`src/rtl/ex_muldiv_unit.sv`:
```
// Iterative RV32M multiply/divide unit for the EX stage: shift-add multiply,
// restoring divide, one step per cycle, with a pipeline stall while busy.
module ex_muldiv_unit #(
    parameter int W = 32
) (
    input  logic         clk,
    input  logic         rst,
    input  logic         start,
    input  logic         flush,
    input  logic [2:0]   op,
    input  logic [W-1:0] rs1,
    input  logic [W-1:0] rs2,
    output logic [W-1:0] result,
    output logic         done,
    output logic         busy,
    output logic         stall
);

    localparam int CW = $clog2(W + 1);

    typedef enum logic [1:0] {IDLE, CALC, DONE} state_t;

    state_t         state_q;
    logic [2:0]     op_q;
    logic [2*W-1:0] acc_q;
    logic [W-1:0]   rem_q;
    logic [W-1:0]   opb_q;
    logic           neg_q;
    logic           rneg_q;
    logic [CW-1:0]  cnt_q;
    logic [W-1:0]   result_q;
    logic           done_q;
    logic           busy_q;

    function automatic logic [W-1:0] abs_fn(input logic [W-1:0] x, input logic sgn);
        return (sgn && x[W-1]) ? -x : x;
    endfunction

    // Upper half of the sign-corrected 2W product: -p = ~p + 1 carries into
    // the upper half only when the lower half is zero.
    function automatic logic [W-1:0] post_fn(
        input logic [2:0]     o,
        input logic [2*W-1:0] p,
        input logic [W-1:0]   q,
        input logic [W-1:0]   r,
        input logic           qn,
        input logic           rn
    );
        case (o)
            3'd0:              return p[W-1:0];
            3'd1, 3'd2, 3'd3:  return qn ? (~p[2*W-1:W] + W'(p[W-1:0] == '0)) : p[2*W-1:W];
            3'd4, 3'd5:        return qn ? -q : q;
            default:           return rn ? -r : r;
        endcase
    endfunction

    logic           a_sgn, b_sgn, a_neg, b_neg;
    logic [W-1:0]   a_abs, b_abs;
    logic           div0, ovf, special;
    logic [W-1:0]   special_val;

    always_comb begin
        a_sgn = (op == 3'd1) || (op == 3'd2) || (op == 3'd4) || (op == 3'd6);
        b_sgn = (op == 3'd1) || (op == 3'd4) || (op == 3'd6);
        a_neg = a_sgn && rs1[W-1];
        b_neg = b_sgn && rs2[W-1];
        a_abs = abs_fn(rs1, a_sgn);
        b_abs = abs_fn(rs2, b_sgn);
        div0  = op[2] && (rs2 == '0);
        ovf   = ((op == 3'd4) || (op == 3'd6)) && (rs1 == {1'b1, {(W-1){1'b0}}}) && (rs2 == '1);
        special = div0 || ovf;
        if (div0)
            special_val = op[1] ? rs1 : '1;
        else
            special_val = op[1] ? '0 : {1'b1, {(W-1){1'b0}}};
    end

    logic [W:0]     mul_sum;
    logic [2*W-1:0] mul_acc;
    logic [W:0]     trial;
    logic           ge;
    logic [W-1:0]   div_rem;
    logic [W-1:0]   div_quo;

    always_comb begin
        mul_sum = {1'b0, acc_q[2*W-1:W]} + (acc_q[0] ? {1'b0, opb_q} : '0);
        mul_acc = {mul_sum, acc_q[W-1:1]};
        // Trial remainder needs W+1 bits: shifted value can reach 2*divisor-1.
        trial   = {rem_q, acc_q[W-1]};
        ge      = trial >= {1'b0, opb_q};
        div_rem = ge ? W'(trial - {1'b0, opb_q}) : trial[W-1:0];
        div_quo = {acc_q[W-2:0], ge};
    end

    always_ff @(posedge clk) begin
        if (rst) begin
            state_q  <= IDLE;
            op_q     <= '0;
            acc_q    <= '0;
            rem_q    <= '0;
            opb_q    <= '0;
            neg_q    <= 1'b0;
            rneg_q   <= 1'b0;
            cnt_q    <= '0;
            result_q <= '0;
            done_q   <= 1'b0;
            busy_q   <= 1'b0;
        end else if (flush) begin
            state_q <= IDLE;
            done_q  <= 1'b0;
            busy_q  <= 1'b0;
        end else begin
            case (state_q)
                IDLE: begin
                    done_q <= 1'b0;
                    if (start) begin
                        op_q   <= op;
                        cnt_q  <= '0;
                        neg_q  <= a_neg ^ b_neg;
                        rneg_q <= a_neg;
                        if (special) begin
                            result_q <= special_val;
                            done_q   <= 1'b1;
                            state_q  <= DONE;
                        end else begin
                            acc_q   <= op[2] ? {{W{1'b0}}, a_abs} : {{W{1'b0}}, b_abs};
                            opb_q   <= op[2] ? b_abs : a_abs;
                            rem_q   <= '0;
                            busy_q  <= 1'b1;
                            state_q <= CALC;
                        end
                    end
                end
                CALC: begin
                    acc_q <= op_q[2] ? {acc_q[2*W-1:W], div_quo} : mul_acc;
                    rem_q <= op_q[2] ? div_rem : rem_q;
                    cnt_q <= cnt_q + CW'(1);
                    if (cnt_q == CW'(W - 1)) begin
                        result_q <= post_fn(op_q, mul_acc, div_quo, div_rem, neg_q, rneg_q);
                        done_q   <= 1'b1;
                        busy_q   <= 1'b0;
                        state_q  <= DONE;
                    end
                end
                DONE: begin
                    done_q  <= 1'b0;
                    state_q <= IDLE;
                end
                default: begin
                    done_q  <= 1'b0;
                    busy_q  <= 1'b0;
                    state_q <= IDLE;
                end
            endcase
        end
    end

    assign result = result_q;
    assign done   = done_q;
    assign busy   = busy_q;
    assign stall  = (start && (state_q == IDLE) && !flush) || (state_q == CALC);

endmodule

```
`config.mk`:
```
export PLATFORM = sky130hd
export DESIGN_NAME = ex_muldiv_unit
export DESIGN_NICKNAME = d
export VERILOG_FILES = /design/src/rtl/ex_muldiv_unit.sv
export SDC_FILE = /design/constraint.sdc
export NUM_CORES = 1
export LEC_CHECK = 0
export CAP_MARGIN = 30
export CELL_PAD_IN_SITES_DETAIL_PLACEMENT = 0
export CELL_PAD_IN_SITES_GLOBAL_PLACEMENT = 1
export CORE_MARGIN = 8
export CORE_UTILIZATION = 48
export CTS_BUF_LIST = sky130_fd_sc_hd__clkbuf_8 sky130_fd_sc_hd__clkbuf_16
export CTS_CLUSTER_DIAMETER = 200
export CTS_CLUSTER_SIZE = 12
export DETAILED_ROUTE_END_ITERATION = 8
export PLACE_DENSITY = 0.95
export SYNTH_ARGS = -nofsm -noshare
export SYNTH_HDL_FRONTEND = slang
export SYNTH_SLANG_ARGS = --single-unit
```
`constraint.sdc`:
```
create_clock -name clk -period 15.8 [get_ports clk]
set_input_delay 3.16 -clock clk [delete_from_list [all_inputs] [get_ports clk]]
set_output_delay 3.16 -clock clk [all_outputs]
set_load 0.01 [all_outputs]
```
---- Yosys cells after proc, flatten, opt, wreduce, memory -nomap -nowiden ----
Cells that the tools add are included.
operators by class
  add/subtract/negate cells ............... 8
  $lt $le $gt $ge ......................... 1
  equality and inequality tests ........... 20
  mux-type cells .......................... 39
  bitwise operators ....................... 5
  reduce and logical (&&, ||, !) cells .... 33
operators with widths
  operator              number
  $mux 32               18
  $mux 64               3
  $neg 32->32           4
  $pmux 32 s2           2
  $pmux 64 s2           1
  $pmux 32 s3           1
  $eq 32x32->1 const B  2
  $logic_not 32->1      2
  $add 32x32->33        1
  $ge 33x32->1          1
  $add 32x1->32         1
  $not 32->32           1
  $sub 32x32->32        1
  $reduce_and 5->1      3
  $eq 3x3->1 const B    4
  $ne 2x2->1 const B    6
  $pmux 6 s2            1
  $reduce_and 4->1      3
  $eq 3x2->1 const B    3
  $logic_or 1x1->1      8
  $logic_and 1x1->1     7
  $add 6x1->6 const B   1
  $eq 3x1->1 const B    2
  $eq 6x5->1 const B    1
  other kinds (18)      29
storage, ports and cells
  flip-flop bits (word level) ............. 175
  bits of input ports ..................... 71
  output and inout port bits .............. 35
  logic and storage cells ................. 118

---- Longest topological paths before layout ----
Gate-level depths: netlist of the first run.
  depth in word-level cells ............... 10
  gate-level depth with buffers ........... 23
  depth with buffers taken out ............ 18

---- Worst setup path before layout of the first run ----
Ideal clock, no wire load.
  path type ............................... input to output
  start ................................... input port flush
  end ..................................... output port stall
  arrival time ............................ 3.699 ns
  required time ........................... 12.640 ns
  path slack .............................. 8.941 ns
  stages on the path ...................... 4
  cells stage by stage .................... clkbuf_1 -> inv_1 -> a21oi_1 -> nor2_1
on the way
  longest elaborated chain between the ends .. 3
RTL lines
  element             line  text
  start: declaration  9     input logic flush,
  $logic_not 1->1     161   assign stall = (start && (state_q == IDLE) && !flush) || (state_q == CALC);
  $logic_and 1x1->1   161
  $logic_or 1x1->1    161
  end: declaration    16    output logic stall
Every way passes these cells.

---- Final worst setup path of the first run ----
  start ................................... input port rs2[3]
  end ..................................... register result_q[21], in the netlist result[21]
on the way
  longest elaborated chain between the ends .. 6
  elaborated cells on any way between the ends .. 11
RTL lines
  element                 line  text
  start: declaration      12    input logic [W-1:0] rs2,
  $logic_not 32->1        69    div0 = op[2] && (rs2 == '0);
  $logic_and 1x1->1       69
  $mux 32                 72    if (div0)
  $mux 32                 121   if (special) begin
  $mux 32                 116   if (start) begin
  $pmux 32 s2             113   case (state_q)
  end signal: assignment  122   result_q <= special_val;
  end signal: assignment  139   result_q <= post_fn(op_q, mul_acc, div_quo, div_rem, neg_q, rneg_q);
  end: declaration        31    logic [W-1:0] result_q;
Parallel ways exist; a longest one is shown, timed or not. The select of a mux whose other input is x is not followed.
A chain may end at the register's enable or synchronous reset.

==> results.cfg, run 1 <==
[outcome]
outcome = finished, final reports clean

[floorplanning]
die_h_um = 203
floorplan.die_area_um2 = 41300
pin_count = 106
dieWidth_um = 203
coreArea_um2 = 34500
rows = 68
floorplan.initialDensity_pct = 48.8

[logic_synthesis]
synthesized_net_count = 2523
ys_warn_count = 0
yosysMostFrequentCell = sky130_fd_sc_hd__nor2_1
most_area_consuming_cells_after_synthesis = sky130_fd_sc_hd__dfxtp_1 (21%), sky130_fd_sc_hd__nor2_1 (7.3%), sky130_fd_sc_hd__a21oi_1 (6.4%)
synth.cell_area_um2 = 16800
synthTopCellsByCount = sky130_fd_sc_hd__nor2_1 (326), sky130_fd_sc_hd__nand2_1 (233), sky130_fd_sc_hd__a21oi_1 (215)
synth_top_area_cell = sky130_fd_sc_hd__dfxtp_1
most_used_flip_flop_cell_after_synthesis = sky130_fd_sc_hd__dfxtp_1
share_of_flip_flops_with_an_asynchronous_set_or_reset_after_synthesis_pct = 0
average_cell_area_after_synthesis_um2 = 7.08
netlist.area_leader.share_pct = 20.8
post_synth_edffs = 0
post_synth_num_cell_types = 87
share_of_the_yosys_chip_area_belonging_to_registers_pct = 20.8
number_of_synthesized_register_bits = 175
syn-instance-count = 2378

[power]
total_power_uw = 1420
power_density_nw_per_um2 = 76.5
leakage_uw = 0.00700
vdd_drop_max_uv = 82.8

[detailed_routing]
drt-met1-wl_mm = 27.4
detail_route.wl_per_cell_um = 23.3
met2RoutedLength_mm = 29.4
drt-total-wl_mm = 65.8
detail_route.vias_per_cell = 6.61
ant_nets = 0
top_layer = met5
route.detailed.drc = 0
number_of_search_and_repair_iterations_in_the_first_detailed_routing_pass = 6
wl_met3_mm = 6.10
route.vias.total = 18600
detail_route.iter0.violations = 1989

[clock_tree]
cts_hold_buffers = 0
htree_levels = 4
ctsResizeCount = 0
post-cts-setup-buffer-count = 0
worst_setup_hold_path_clk_slew_ns = 0.08
ctsLongestPathBuffers = 2
clock_net_sink_count = 175
clock_tree_from_tritoncts = built
cts_buffer_count = 17
clkLatencyLatePin_ns = 0.47
cts_root_buffer = sky130_fd_sc_hd__clkbuf_16

[sta]
tightest_slew_ns = 1.13
achievable-frequency_mhz = 128
grt_setup_unrepaired = false
finalSetupTns_ns = 0
hold_viol_final = 0
skew_ns = 0.0203
setup_viol = 0
hold-worst-slack_ns = 0.455
slew_headroom_pct = 25.0
final_period_minus_worst_setup_slack_ns = 7.81
layout_worst_path_cycle_share_pct = 49.5
maxSlewViolCount = 0

[global_routing]
globalRoute.totalOverflow = 0
gr-usage-all-layers_pct = 30.5
first_global_vias = 16900
number_of_antenna_violations_at_the_first_check_in_global_routing = 1
wire_length_of_the_first_global_routing_pass_mm = 100
grt_start_max_net_pins = 87

[place]
placement.io_buffers = 105
placed_instances = 2789
gpl.final_weighted_congestion = 0.996
hpwl_mm = 50.8

[final_layout]
multiInputGateArea_um2 = 12500
drive_above_1_share_pct = 4.31
count_of_filler_cells_inserted_in_the_layout = 3464
layoutNonFillerInstCount = 2821
num-nets-final = 2498
diodes_inserted = 0
area_used_by_sequential_logic_in_the_layout_um2 = 3510
utilization_after_layout_pct = 53.9
area_growth_from_synthesis_to_layout_pct = 10.5

[critical_path]
timing.critical_path.max_delay_family = simple AND/OR/NAND/NOR gates
cp_slowest_cell = sky130_fd_sc_hd__a21oi_1
cp.buffers_inverters = 1
required_arrival_time_at_the_worst_endpoint_ns = 16.21
cp.arrival_ns = 8.23
crit_path_cells = clkdlybuf4s50_1, or4_1, or3_1, nor4b_1, nand2_1, a21oi_1, nor2b_1, o21ai_0, a31oi_1, a22o_1
timing_worst_setup_path_type = in -> reg
worst_setup_path_start_kind = input port
cpPeakStageDelay_ns = 0.94
worst-path-max-fanout = 15
crit_path_end_kind = register

[hold_path]
holdCritPathClass = reg -> reg

[run]
maxCapViolations = 0
-- final timing paths --
kind                      to  cells past startpoint  slack [ns]       from
hold reg to reg    opb_q[27]                      2        0.46  opb_q[27]
setup / recovery  result[21]                     10        7.99     rs2[3]
hold / removal     opb_q[27]                      2        0.46  opb_q[27]
setup reg to reg  result[24]                     20        9.50  opb_q[13]
-- registers in the layout, indices dropped and copies added (netlist names) --
signal,cells
acc_q,64
busy,1
cnt_q,6
done,1
neg_q,1
op_q,3
opb_q,32
rem_q,32
result,32
rneg_q,1
state_q,2
-- power breakdown --
part / switching, uW / total, uW / internal [uW]
combinational: 321 / 490 / 169
clock: 215 / 454 / 240
sequential: 23.8 / 479 / 455
total: 560 / 1420 / 864
-- area by class of cell --
class                   count  area share [%]
multi-input cells        1966            67.0
well taps                 455            3.06
clock inverters            15           0.928
flip-flops and latches    175            18.8
repair buffers            128            6.53
inverters                  65            1.31
clock buffers              17            2.29
-- routing by layer --
layer / vias up / global-route usage, %
li1: 8606 / -
met2: 1016 / 48.5
met3: 165 / 5.38
met5: - / 0
met1: 8860 / 40.4
met4: 2 / 12.0
-- cell families after synthesis --
logic type      synth area share [%]
buf+inv                         5.32
flops                           20.8
simple gates                    24.2
compound gates                  28.9
fa+ha+maj                       5.59
mux                             5.53
xor+xnor                        9.67
-- layout by cell type, fill, tap and decap left out, drive strengths merged, types with 21 or more instances in the layout --
cell type and n:
nor2 326, nand2 233, a21oi 216, dfxtp 175, o21ai 151, clkdlybuf4s50 103
xor2 94, xnor2 92, mux2i 83, inv 74, ha 72, nor3 62
a22oi 50, o211ai 49, a211oi 46, nand3 35, nand4 29, a221oi 28
o31ai 28, nor4 25, buf 25, a21o 24, a31oi 23, or3 22
and2 21
-- tightest hold or removal path: stages (launching register included) --
cell	delay, ns
sky130_fd_sc_hd__dfxtp_1	0.31
sky130_fd_sc_hd__nand2_1	0.05
sky130_fd_sc_hd__a21oi_1	0.05
-- through the flow --
step	area (um^2)	worst slack (ns)
final	18600	7.99
after global routing	18600	7.79
after CTS	18600	8.04
after detailed placement	18000	7.67
after global placement	18000	7.87
after floorplan	16800	8.94
Note: power is estimated with default switching activity, not from simulation.
==> inputs of run 2 (changes only) <==
Settings changed: CORE_UTILIZATION 48 to 41, PLACE_DENSITY 0.95 to 0.87.
Clock period 15.8 ns to 6.8 ns, I/O delays scaled along.
==> run 2 against run 1 <==
Wire length increased by 2.1%. Sequential power grew 130%. Largest cell class unchanged. First-iteration DRC count rose by 21%. Count of clock-buffer cells in the layout increased by 2. Largest power group unchanged. Clock power increased by 130%. Critical path type unchanged. Non-clock buffer count grew 6. Cell count rose by 2.9%. Utilization fell by 7.8 points.
==> results.cfg, run 2 (synthesized netlist as in run 1, its figures left out) <==
[outcome]
outcome = finished, final reports clean

[critical_path]
timing.rr.start = opb_q[13]
worst-path-max-fanout = 11
timing.critical_path.max_delay_family = simple AND/OR/NAND/NOR gates
setup.worst_path.end = result[27]
worst_setup_path_start_kind = input port
crit_path_end_kind = register
cp.arrival_ns = 6.17
crit_path_cells = clkdlybuf4s50_1, or4_1, or3_1, nor4b_1, nand2_1, nand2_1, nor3_1, nor2_1, nor2_1, buf_4, a221oi_1, o21ai_0, a2bb2oi_1
required_arrival_time_at_the_worst_endpoint_ns = 7.12
cpPeakStageDelay_ns = 0.82
worst_r2r_path_depth = 18
cp.buffers_inverters = 2
timing_worst_setup_path_type = in -> reg
cp_slowest_cell = sky130_fd_sc_hd__nor4b_1
timing.critical_path.depth = 13
setup_crit_start = rs2[3]
regToRegEndpoint = result[24]
minimum_setup_slack_among_reg_to_reg_paths_ns = 1.10

[floorplanning]
dieWidth_um = 219
floorplan.initialDensity_pct = 41.3
pin_count = 106
die_h_um = 219
floorplan.die_area_um2 = 47800
coreArea_um2 = 40700
rows = 74

[power]
vdd_drop_max_uv = 132
power_density_nw_per_um2 = 175
total_power_uw = 3290
leakage_uw = 0.00702

[sta]
maxSlewViolCount = 0
skew_ns = 0.0167
final_period_minus_worst_setup_slack_ns = 5.85
tightest_slew_ns = 1.02
layout_worst_path_cycle_share_pct = 86.0
slew_headroom_pct = 31.8
achievable-frequency_mhz = 171
hold_viol_final = 0
finalSetupTns_ns = 0
grt_setup_unrepaired = false
setup_viol = 0

[clock_tree]
clock_tree_from_tritoncts = built
cts_buffer_count = 17
clkLatencyLatePin_ns = 0.46
post-cts-setup-buffer-count = 0
clock_net_sink_count = 175
worst_setup_hold_path_clk_slew_ns = 0.06
htree_levels = 4
cts_root_buffer = sky130_fd_sc_hd__clkbuf_16
cts_hold_buffers = 0
ctsResizeCount = 0
ctsLongestPathBuffers = 2

[global_routing]
wire_length_of_the_first_global_routing_pass_mm = 101
first_global_vias = 16800
grt_start_max_net_pins = 74
number_of_antenna_violations_at_the_first_check_in_global_routing = 3
globalRoute.totalOverflow = 0
gr-usage-all-layers_pct = 26.8

[hold_path]
holdCritPathClass = reg -> reg

[detailed_routing]
number_of_search_and_repair_iterations_in_the_first_detailed_routing_pass = 6
detail_route.iter0.violations = 2413
route.detailed.drc = 0
ant_nets = 0
drt-total-wl_mm = 67.2
route.vias.total = 18400
detail_route.vias_per_cell = 6.35
detail_route.wl_per_cell_um = 23.1

[final_layout]
leading_cell_type_in_the_layout_fill_and_taps_excluded = sky130_fd_sc_hd__nor2_1
number_of_flip_flops_in_the_largest_register = 64
max_flop_register = acc_q
layout_common_cells = sky130_fd_sc_hd__nor2_1 (326), sky130_fd_sc_hd__nand2_1 (233), sky130_fd_sc_hd__a21oi_1 (215)
drive_above_1_share_pct = 4.43
area_growth_from_synthesis_to_layout_pct = 11.3
num-nets-final = 2504

[place]
placement.io_buffers = 105
gpl.final_weighted_congestion = 0.977
hpwl_mm = 52.6

[run]
maxCapViolations = 0
run 2: layer usage:
| layer | part of all wire [%] | track usage, % | up-vias | wire, um |
|---|---|---|---|---|
| met5 | 0.015 | 0 | - | 10 |
| met4 | 3.6 | 9.52 | 2 | 2450 |
| met2 | 44 | 41.5 | 957 | 29700 |
| li1 | - | - | 8636 | - |
| met3 | 9.6 | 5.83 | 148 | 6460 |
| met1 | 43 | 36.3 | 8705 | 28600 |
run 2: area by class of cell:
type | count | area, um^2
Fill cell | 4095 | 22000
Multi-Input combinational cell | 1966 | 12500
Sequential cell | 175 | 3510
Timing Repair Buffer | 134 | 1260
Tap cell | 532 | 666
Clock buffer | 19 | 453
Inverter | 65 | 244
Clock inverter | 10 | 140
Antenna cell | 3 | 7.51
run 2: worst register-to-register path: stages, from the launching register on:
cell and delay (ns):
sky130_fd_sc_hd__dfxtp_1 0.33, sky130_fd_sc_hd__inv_1 0.14, sky130_fd_sc_hd__ha_1 0.54, sky130_fd_sc_hd__and4_1 0.27, sky130_fd_sc_hd__nand3_1 0.11, sky130_fd_sc_hd__a211oi_1 0.50, sky130_fd_sc_hd__nor3_1 0.23, sky130_fd_sc_hd__buf_2 0.22
sky130_fd_sc_hd__o21ai_4 0.38, sky130_fd_sc_hd__mux2i_1 0.36, sky130_fd_sc_hd__ha_1 0.34, sky130_fd_sc_hd__o211ai_1 0.13, sky130_fd_sc_hd__nor2_1 0.25, sky130_fd_sc_hd__a41oi_1 0.23, sky130_fd_sc_hd__a211oi_1 0.53, sky130_fd_sc_hd__a31oi_1 0.19
sky130_fd_sc_hd__xor2_1 0.30, sky130_fd_sc_hd__a221oi_1 0.15, sky130_fd_sc_hd__a2111oi_0 0.37
run 2: how the worst min path moves through the flow:
stage	endpoint	cells after the start	startpoint	slack (ns)
floorplan	opb_q[13]	2	opb_q[13]	0.43
global placement	opb_q[21]	2	opb_q[21]	0.44
detailed placement	opb_q[21]	2	opb_q[21]	0.45
CTS	opb_q[20]	2	opb_q[20]	0.45
global route	result[8]	2	result[8]	0.47
finish	opb_q[28]	2	opb_q[28]	0.45
run 2: report_power, final:
group	switching, uW	internal, uW
Clock	456	592
Sequential	55.0	1060
Combinational	733	391
run 2: metrics by stage:
step / cell area (um^2) / cells / hold WS, ns / utilization, % / setup slack (ns)
detailed placement: 18200 / 2872 / 0.446 / 44.6 / 0.781
global placement: 18100 / 2870 / 0.440 / 44.5 / 0.871
floorplan: 16800 / 2378 / 0.432 / - / 1.69
finish: 18800 / 2904 / 0.455 / 46.0 / 0.951
CTS: 18700 / 2901 / 0.454 / 46.0 / 1.25
global route: 18700 / 2902 / 0.470 / 46.0 / 0.697
